<file path="src/rtl/k580vt57.sv">
// k580vt57: 4-channel DMA controller (8257-class) in the CPU clock domain.
// The controller arbitrates channel requests and takes the bus via hrq/hlda.
// It then drives the address, dack and the memory/IO strobes.
// It carries no data: memory and I/O exchange bytes directly.
// Optional feature: define K580VT57_AUTOLOAD_EN to enable ch2 autoload from ch3.
module k580vt57 #(
    parameter int unsigned STROBE_CYCLES = 1
) (
    input  logic        clk,
    input  logic        reset,
    input  logic [3:0]  iaddr,
    input  logic [7:0]  idata,
    output logic [7:0]  odata,
    input  logic        iwe_n,
    input  logic        ird_n,
    input  logic [3:0]  drq,
    output logic [3:0]  dack,
    output logic        hrq,
    input  logic        hlda,
    output logic [15:0] oaddr,
    output logic        memr,
    output logic        memw,
    output logic        ior,
    output logic        iow,
    output logic        tc
);

    typedef enum logic [2:0] {StIdle, StWait, StS1, StS2, StS3} state_e;

    localparam logic [1:0] S2Last = 2'(STROBE_CYCLES - 1);

    logic [15:0] addr_q [4];
    logic [15:0] cnt_q  [4];   // [15:14] transfer type, [13:0] count
    logic [7:0]  mode_q;
    logic        ff_q;
    logic [3:0]  tc_flag_q;
    logic        update_q;
    state_e      state_q, state_d;
    logic [1:0]  ch_q, typ_q, rot_q, s2_cnt_q;
    logic        last_q;       // current transfer is the terminal-count byte
    logic        iwe_n_q, ird_n_q;

    logic        we_edge, rd_edge;
    logic [3:0]  req;
    logic        any_req;
    logic        ext_wr;
    logic        autoload;
    logic [1:0]  base, idx, win, win_typ;
    logic        win_last;
    logic [15:0] rd_word;
    logic [3:0]  wr_mask;

    assign we_edge = iwe_n & ~iwe_n_q;
    assign rd_edge = ird_n & ~ird_n_q;
    assign req     = drq & mode_q[3:0];
    assign any_req = |req;
    assign ext_wr  = mode_q[5];

`ifdef K580VT57_AUTOLOAD_EN
    assign autoload = mode_q[7];
`else
    // mode[7] is stored but inert in this build
    logic unused_autoload_bit;
    assign unused_autoload_bit = mode_q[7];
    assign autoload = 1'b0;
`endif

    // Arbitration: search from the priority base upward, first hit wins
    always_comb begin
        base = mode_q[4] ? rot_q : 2'd0;
        win  = base;
        idx  = base;
        for (int i = 3; i >= 0; i--) begin
            idx = base + 2'(i);
            if (req[idx]) win = idx;
        end
        win_typ  = cnt_q[win][15:14];
        win_last = (cnt_q[win][13:0] == 14'd0);
    end

    // Channels written by a CPU access; ch2 writes mirror into ch3 under autoload
    always_comb begin
        wr_mask = 4'(1) << iaddr[2:1];
        if (autoload && iaddr[2:1] == 2'd2) wr_mask[3] = 1'b1;
    end

    // CPU read mux, returns live register values
    always_comb begin
        odata   = 8'h00;
        rd_word = iaddr[0] ? cnt_q[iaddr[2:1]] : addr_q[iaddr[2:1]];
        if (!iaddr[3]) begin
            odata = ff_q ? rd_word[15:8] : rd_word[7:0];
        end else if (iaddr == 4'd8) begin
            odata = {3'b000, update_q, tc_flag_q};
        end
    end

    // FSM state register
    always_ff @(posedge clk) begin
        if (reset) state_q <= StIdle;
        else       state_q <= state_d;
    end

    // FSM next-state
    always_comb begin
        state_d = state_q;
        case (state_q)
            StIdle: if (any_req) state_d = StWait;
            StWait: if (hlda) state_d = any_req ? StS1 : StIdle;
            StS1:   state_d = StS2;
            StS2:   if (s2_cnt_q == S2Last) state_d = StS3;
            StS3:   state_d = (any_req && hlda) ? StWait : StIdle;
            default: state_d = StIdle;
        endcase
    end

    // CPU register port and transfer datapath; FSM updates come last so they win
    always_ff @(posedge clk) begin
        if (reset) begin
            hrq       <= 1'b0;
            dack      <= 4'b0000;
            memr      <= 1'b0;
            memw      <= 1'b0;
            ior       <= 1'b0;
            iow       <= 1'b0;
            tc        <= 1'b0;
            oaddr     <= 16'h0000;
            mode_q    <= 8'h00;
            ff_q      <= 1'b0;
            tc_flag_q <= 4'b0000;
            update_q  <= 1'b0;
            rot_q     <= 2'd0;
            ch_q      <= 2'd0;
            typ_q     <= 2'd0;
            s2_cnt_q  <= 2'd0;
            last_q    <= 1'b0;
            iwe_n_q   <= 1'b1;
            ird_n_q   <= 1'b1;
        end else begin
            iwe_n_q <= iwe_n;
            ird_n_q <= ird_n;

            if (we_edge) begin
                if (!iaddr[3]) begin
                    for (int c = 0; c < 4; c++) begin
                        if (wr_mask[c]) begin
                            if (iaddr[0]) begin
                                if (ff_q) cnt_q[c][15:8] <= idata;
                                else      cnt_q[c][7:0]  <= idata;
                            end else begin
                                if (ff_q) addr_q[c][15:8] <= idata;
                                else      addr_q[c][7:0]  <= idata;
                            end
                        end
                    end
                    ff_q <= ~ff_q;
                end else if (iaddr == 4'd8) begin
                    mode_q <= idata;
                    ff_q   <= 1'b0;
                    rot_q  <= 2'd0;
                end
            end else if (rd_edge) begin
                if (!iaddr[3]) begin
                    ff_q <= ~ff_q;
                end else if (iaddr == 4'd8) begin
                    tc_flag_q <= 4'b0000;
                    update_q  <= 1'b0;
                end
            end

            case (state_q)
                StIdle: begin
                    if (any_req) hrq <= 1'b1;
                end
                StWait: begin
                    if (hlda) begin
                        if (any_req) begin
                            ch_q   <= win;
                            typ_q  <= win_typ;
                            oaddr  <= addr_q[win];
                            dack   <= 4'(1) << win;
                            tc     <= win_last;
                            last_q <= win_last;
                            // read-side strobes now; write-side early only with extended write
                            memr   <= (win_typ == 2'b10);
                            ior    <= (win_typ == 2'b01);
                            iow    <= ext_wr && (win_typ == 2'b10);
                            memw   <= ext_wr && (win_typ == 2'b01);
                        end else begin
                            hrq <= 1'b0;
                        end
                    end
                end
                StS1: begin
                    iow      <= (typ_q == 2'b10);
                    memw     <= (typ_q == 2'b01);
                    s2_cnt_q <= 2'd0;
                end
                StS2: begin
                    if (s2_cnt_q == S2Last) begin
                        memr <= 1'b0;
                        memw <= 1'b0;
                        ior  <= 1'b0;
                        iow  <= 1'b0;
                        dack <= 4'b0000;
                        tc   <= 1'b0;
                    end else begin
                        s2_cnt_q <= s2_cnt_q + 2'd1;
                    end
                end
                StS3: begin
                    addr_q[ch_q] <= addr_q[ch_q] + 16'd1;
                    cnt_q[ch_q]  <= {cnt_q[ch_q][15:14], cnt_q[ch_q][13:0] - 14'd1};
                    rot_q        <= ch_q + 2'd1;
                    hrq          <= any_req && hlda;
                    if (last_q) begin
                        tc_flag_q[ch_q] <= 1'b1;
                        if (autoload && ch_q == 2'd2) begin
                            addr_q[2] <= addr_q[3];
                            cnt_q[2]  <= cnt_q[3];
                            update_q  <= 1'b1;
                        end else if (mode_q[6]) begin
                            mode_q[{1'b0, ch_q}] <= 1'b0;
                        end
                    end
                end
                default: ;
            endcase
        end
    end

endmodule

</file>
<file path="config.mk">
export PLATFORM = sky130hd
export DESIGN_NAME = k580vt57
export DESIGN_NICKNAME = d
export VERILOG_FILES = /design/src/rtl/k580vt57.sv
export SDC_FILE = /design/constraint.sdc
export NUM_CORES = 1
export LEC_CHECK = 0
export ABC_AREA = 1
export CAP_MARGIN = 10
export CORE_MARGIN = 3
export CORE_UTILIZATION = 30
export DETAILED_ROUTE_END_ITERATION = 8
export PLACE_DENSITY_LB_ADDON = 0.2
export SLEW_MARGIN = 40
export SYNTH_ARGS = -nofsm -noshare
export SYNTH_HDL_FRONTEND = slang
export SYNTH_SLANG_ARGS = --single-unit
export TNS_END_PERCENT = 1
</file>
<file path="constraint.sdc">
create_clock -name clk -period 2.85 [get_ports clk]
set_clock_uncertainty 0.05 [all_clocks]
set_input_delay 0.285 -clock clk [delete_from_list [all_inputs] [get_ports clk]]
set_output_delay 0.285 -clock clk [all_outputs]
set_load 0.01 [all_outputs]
</file>
Word level (Yosys, flattened, before mapping)
Memories as Yosys holds them, arrays and structs flattened. A register that Yosys moved wholly into a read port is not among the register bits.
Index checks and enable logic that the tools add are counted.

cells by class
  shift-type cells = 2
  magnitude comparators = 8
  add/sub/neg operators = 7
  reduce and logical (&&, ||, !) cells = 25
  bitwise operators = 9
  muxes and demuxes = 169
  equal/unequal tests = 17

operator list
  kind                     number
  $mux W1                  115
  $mux W8                  9
  $mux W4                  11
  $mux W2                  15
  $add A16 B1 Y16 const B  1
  $mux W16                 1
  $lt A2 B3 Y1 const B     5
  $pmux W3 S5              1
  $logic_not A14 Y1        1
  $sub A14 B1 Y14 const B  1
  $ne A2 B2 Y1 const B     6
  $reduce_and A3 Y1        4
  $reduce_and A4 Y1        3
  $reduce_bool A2 Y1       6
  $mux W3                  3
  $pmux W1 S3              3
  $and A8 B8 Y8            1
  $bmux W1 S2              4
  $not A4 Y8               1
  $pmux W4 S2              1
  $shl A1 B2 Y4 const A    2
  $add A2 B1 Y2 const B    3
  $eq A3 B2 Y1 const B     2
  $pmux W1 S2              3
  21 further kinds         35

word-level totals
  bits of input ports = 21
  word-level logic and storage cells = 257
  bits in writable memories = 128
  output and inout bits = 34
  memories = 2
  register bits = 37

memories
  name    words  width  read ports  clocked after Yosys merged registers in  write ports  RTL line  source
  addr_q  4      16     3           2                                        5            32        logic [15:0] addr_q [4];
  cnt_q   4      16     3           1                                        5            33        logic [15:0] cnt_q [4];

Logic depth before layout (Yosys ltp)
An unclocked memory read counts as a cell.

  depth after elaboration = 14
  depth in mapped cells = 19

Worst setup path before layout
Ideal clock, no wire load.

  path kind = register to register
  start point = reg (tool-made name)
  end point = mem addr_q[0][14] (data pin)
  required time = 2,533 ps
  path slack = 466 ps
  period minus slack after synthesis = 2,384 ps
  setup time = 267 ps
  data arrival time = 2,068 ps
  stages on the path, launching flop included = 16
  cells stage by stage = dfxtp_1 buf_2 buf_4 buf_2 o21ai_0 nand2_1 inv_1 ha_1 nand2_1 nor2_1 nand2_1 nor2_1 nand3_1 xor2_1 inv_1 o21ai_0

RTL lines
  element    RTL line
  to (decl)  32

==> impl_results.md <==
- Post-place instance area: 12,300 um2
- DR iter-0 viols: 1,449
- Synthesized area: 10,600 um2
- Worst path slowest cell: dfxtp_1
- CP Buf/Inv Count: 3
- Sum of negative setup slack: 0 ps
- Chip height: 194 um
- DP Cell Count: 1,866
- #FFs+latches synth: 182
- Detailed Routing Iterations Pass 1: 6
- Crit. End Element: register
- Mapped Cells: 1,315
- HPWL after DPL: 32,700 um
- Residual DRC: 0
- Max incr delay on CP: 420 ps
- Top cells by count, synth: nand2_1, o21ai_0, edfxtp_1
- Dpl ws: -139 ps
- CP top delay family: simple AND/OR/NAND/NOR gates
- Critical Path RT: 3000 ps
- Most common cell in the netlist: nand2_1
- Die ar.: 37,600 um2
- Static Leak: 5.16 nW
- PnR Total Power: 5.65 mW
- # diodes: 0
- Fin. Hold Viols: 0
- Largest area contributor in the netlist: edfxtp_1
- Routed via count: 10,500
- CTS Sinks: 182
- Final Util: 0.372
- Setup bufs post-CTS: 0
- Clk_lat worst skew: 460 ps
- Fin area: 12,900 um2
- Worst-margin pin slew: 552 ps
- Post-Route WL: 43,700 um
- Outcome: finished, final reports clean
- Rel. slew slack: 0.629
- Root Buffer: clkbuf_16
- Vias in the first global route: 9,858
- Fin Hold WS: 345 ps
- Crit-path max FO: 18
- Final worst setup slack: 127 ps
- Worst-path cell chain: inv_2 -> buf_4 -> o21ai_0 -> o21ai_2 -> nand3_1 -> nor2_1 -> nand2_1 -> inv_1 -> nand4_1 -> xnor2_2 -> nand3_1 -> nand2_1
- Antenna Violating Nets Remaining: 0
- Hold path cells: 3
- Total track usage: 0.228
- Worst R2R End: addr_q[2][15]
- Worst min path class: in -> reg
- Main synth FF type: edfxtp_1
- Routed vias/inst: 5.54
- I/O Buffers: 54
- GP Congestion: 0.977
- Final min period: 2720 ps
- Worst VDD drop: 438 uV
- Worst hold start: iwe_n
- Async SR Flop Fraction: 0
- Share of Yosys cell area claimed by the top area cell type: 0.363
- Setup slack, reg-to-reg: 130 ps
- Post-route non-filler standard cell count: 1,897
- Register area share after synthesis: 0.465
- Largest net degree at the start of global routing: 44
- Core Box Area: 34,700 um2
- Initial Utilization: 0.305
- Hold endpoint: iwe_n_q
- CTS tree: yes
- EDFF count, synth: 128
- Fin. max-slew vios: 0
- Final nets: 1,458
- Max H-tree Level: 4
- Cell types occupying the most area after synthesis: edfxtp_1, nand2_1, dfxtp_1, o21ai_0, a22oi_1
- Cts hold-fix bufs: 0
- Maximum clock rate: 367 MHz
- Clk buf depth: 2
- Synth Net Count: 1,343
- Max-Cap Viols: 0
- Routed len/inst: 23.0 um
- Clock buffer count from CTS: 17
- Syn_area_per_cell: 8.06 um2
- PwrDens: 437 nW/um2
- Congestion Overflow GR: 0
- Clock-pin slew on the worst setup and hold paths: 70 ps
- RSZ-0062 raised after global routing: true
- Critical path class: reg -> reg
- Layout area overhead: 21.9%
- Fin crit share: 0.955
- Signal arrival time at the worst endpoint: 2870 ps
- Core Rows: 68
- Share of cells above drive strength 1: 0.129
- Final setup fails: 0
- FF-to-FF path depth: 12
- # IOs: 55
- First-pass GRT wire length: 64,600 um
- Startpoint Class: register
- Ys Warns: 0
- Synth cell types: 56
- Die width: 194 um
- Initial antenna violation count: 0
-- logic make-up (layout without fill, tap and decap cells) --
kind of cell,count (synthesis),count (layout),share of synthesized area
muxes,1,1,0.000945
adders and majority gates,7,7,0.00827
buffers and inverters,184,311,0.0743
xor gates and xnor gates,22,22,0.0182
AOI/OAI and AO/OA,385,385,0.213
and+or+nand+nor,534,534,0.221
DFF,182,182,0.465
-- metal layers --
| layer | vias up | GRT usage | share of wire |
|---|---|---|---|
| li1 | 4822 | - | - |
| met1 | 5041 | 0.340 | 0.44 |
| met2 | 572 | 0.329 | 0.42 |
| met3 | 71 | 0.0387 | 0.10 |
| met4 | 0 | 0.0875 | 0.034 |
| met5 | - | 0 | 0 |
-- worst max-delay path by stage --
stage             start            end  slack, ps  cells after the start
5_1_grt        register  addr_q[3][15]        -70                     12
3_5_place_dp   iaddr[2]       odata[4]       -140                      9
2_1_floorplan  register  addr_q[0][14]        470                     15
4_1_cts        iaddr[1]       odata[7]          2                     11
3_3_place_gp   iaddr[1]       odata[4]       -110                     12
6_report       register  addr_q[2][15]        130                     12
-- registers in the layout, indices dropped and copies added (netlist names), 2 cells and up, named ones only --
register   flops
oaddr         16
typ_q          2
ch_q           2
mode_q         7
state_q        3
dack           4
tc_flag_q      4
addr_q        64
s2_cnt_q       2
rot_q          2
cnt_q         64
-- tightest hold or removal path, stage by stage --
cell	delay [ps]
clkdlybuf4s50_1	410
inv_1	70
nand2_1	50
-- area by class of cell --
type | instances | area, um2
Inverter | 119 | 454
Sequential cell | 182 | 4930
Timing Repair Buffer | 161 | 1480
Tap cell | 455 | 569
Fill cell | 3530 | 21800
Clock inverter | 13 | 123
Multi-Input combinational cell | 949 | 4940
Clock buffer | 18 | 429
-- report_power, final --
| part | internal [mW] | switching (mW) | leakage [nW] |
|---|---|---|---|
| clock network | 1.21 | 1.14 | 0.263 |
| logic | 0.173 | 0.280 | 3.31 |
| registers | 2.84 | 0.0105 | 1.59 |
-- timing repair --
action	4_1_cts	5_1_grt
endpoints found under the setup margin	8	21
hold endpoints to repair	0	0
pin swaps	2	1
resized for setup	9	9
-- cell usage in the layout, fill, tap and decap left out, drive strengths merged, types with 5 or more instances in the layout --
cell / count
a21oi: 66
a22o: 5
a22oi: 58
a32o: 7
a32oi: 5
buf: 109
clkbuf: 18
clkdlybuf4s50: 44
clkinv: 9
dfxtp: 54
edfxtp: 128
ha: 7
inv: 119
nand2: 354
nand3: 55
nand4: 24
nor2: 73
nor3: 14
nor4: 12
o21ai: 206
o21bai: 8
o221ai: 5
xnor2: 7
xor2: 15
No activity file was read; power rests on OpenSTA's default activity.
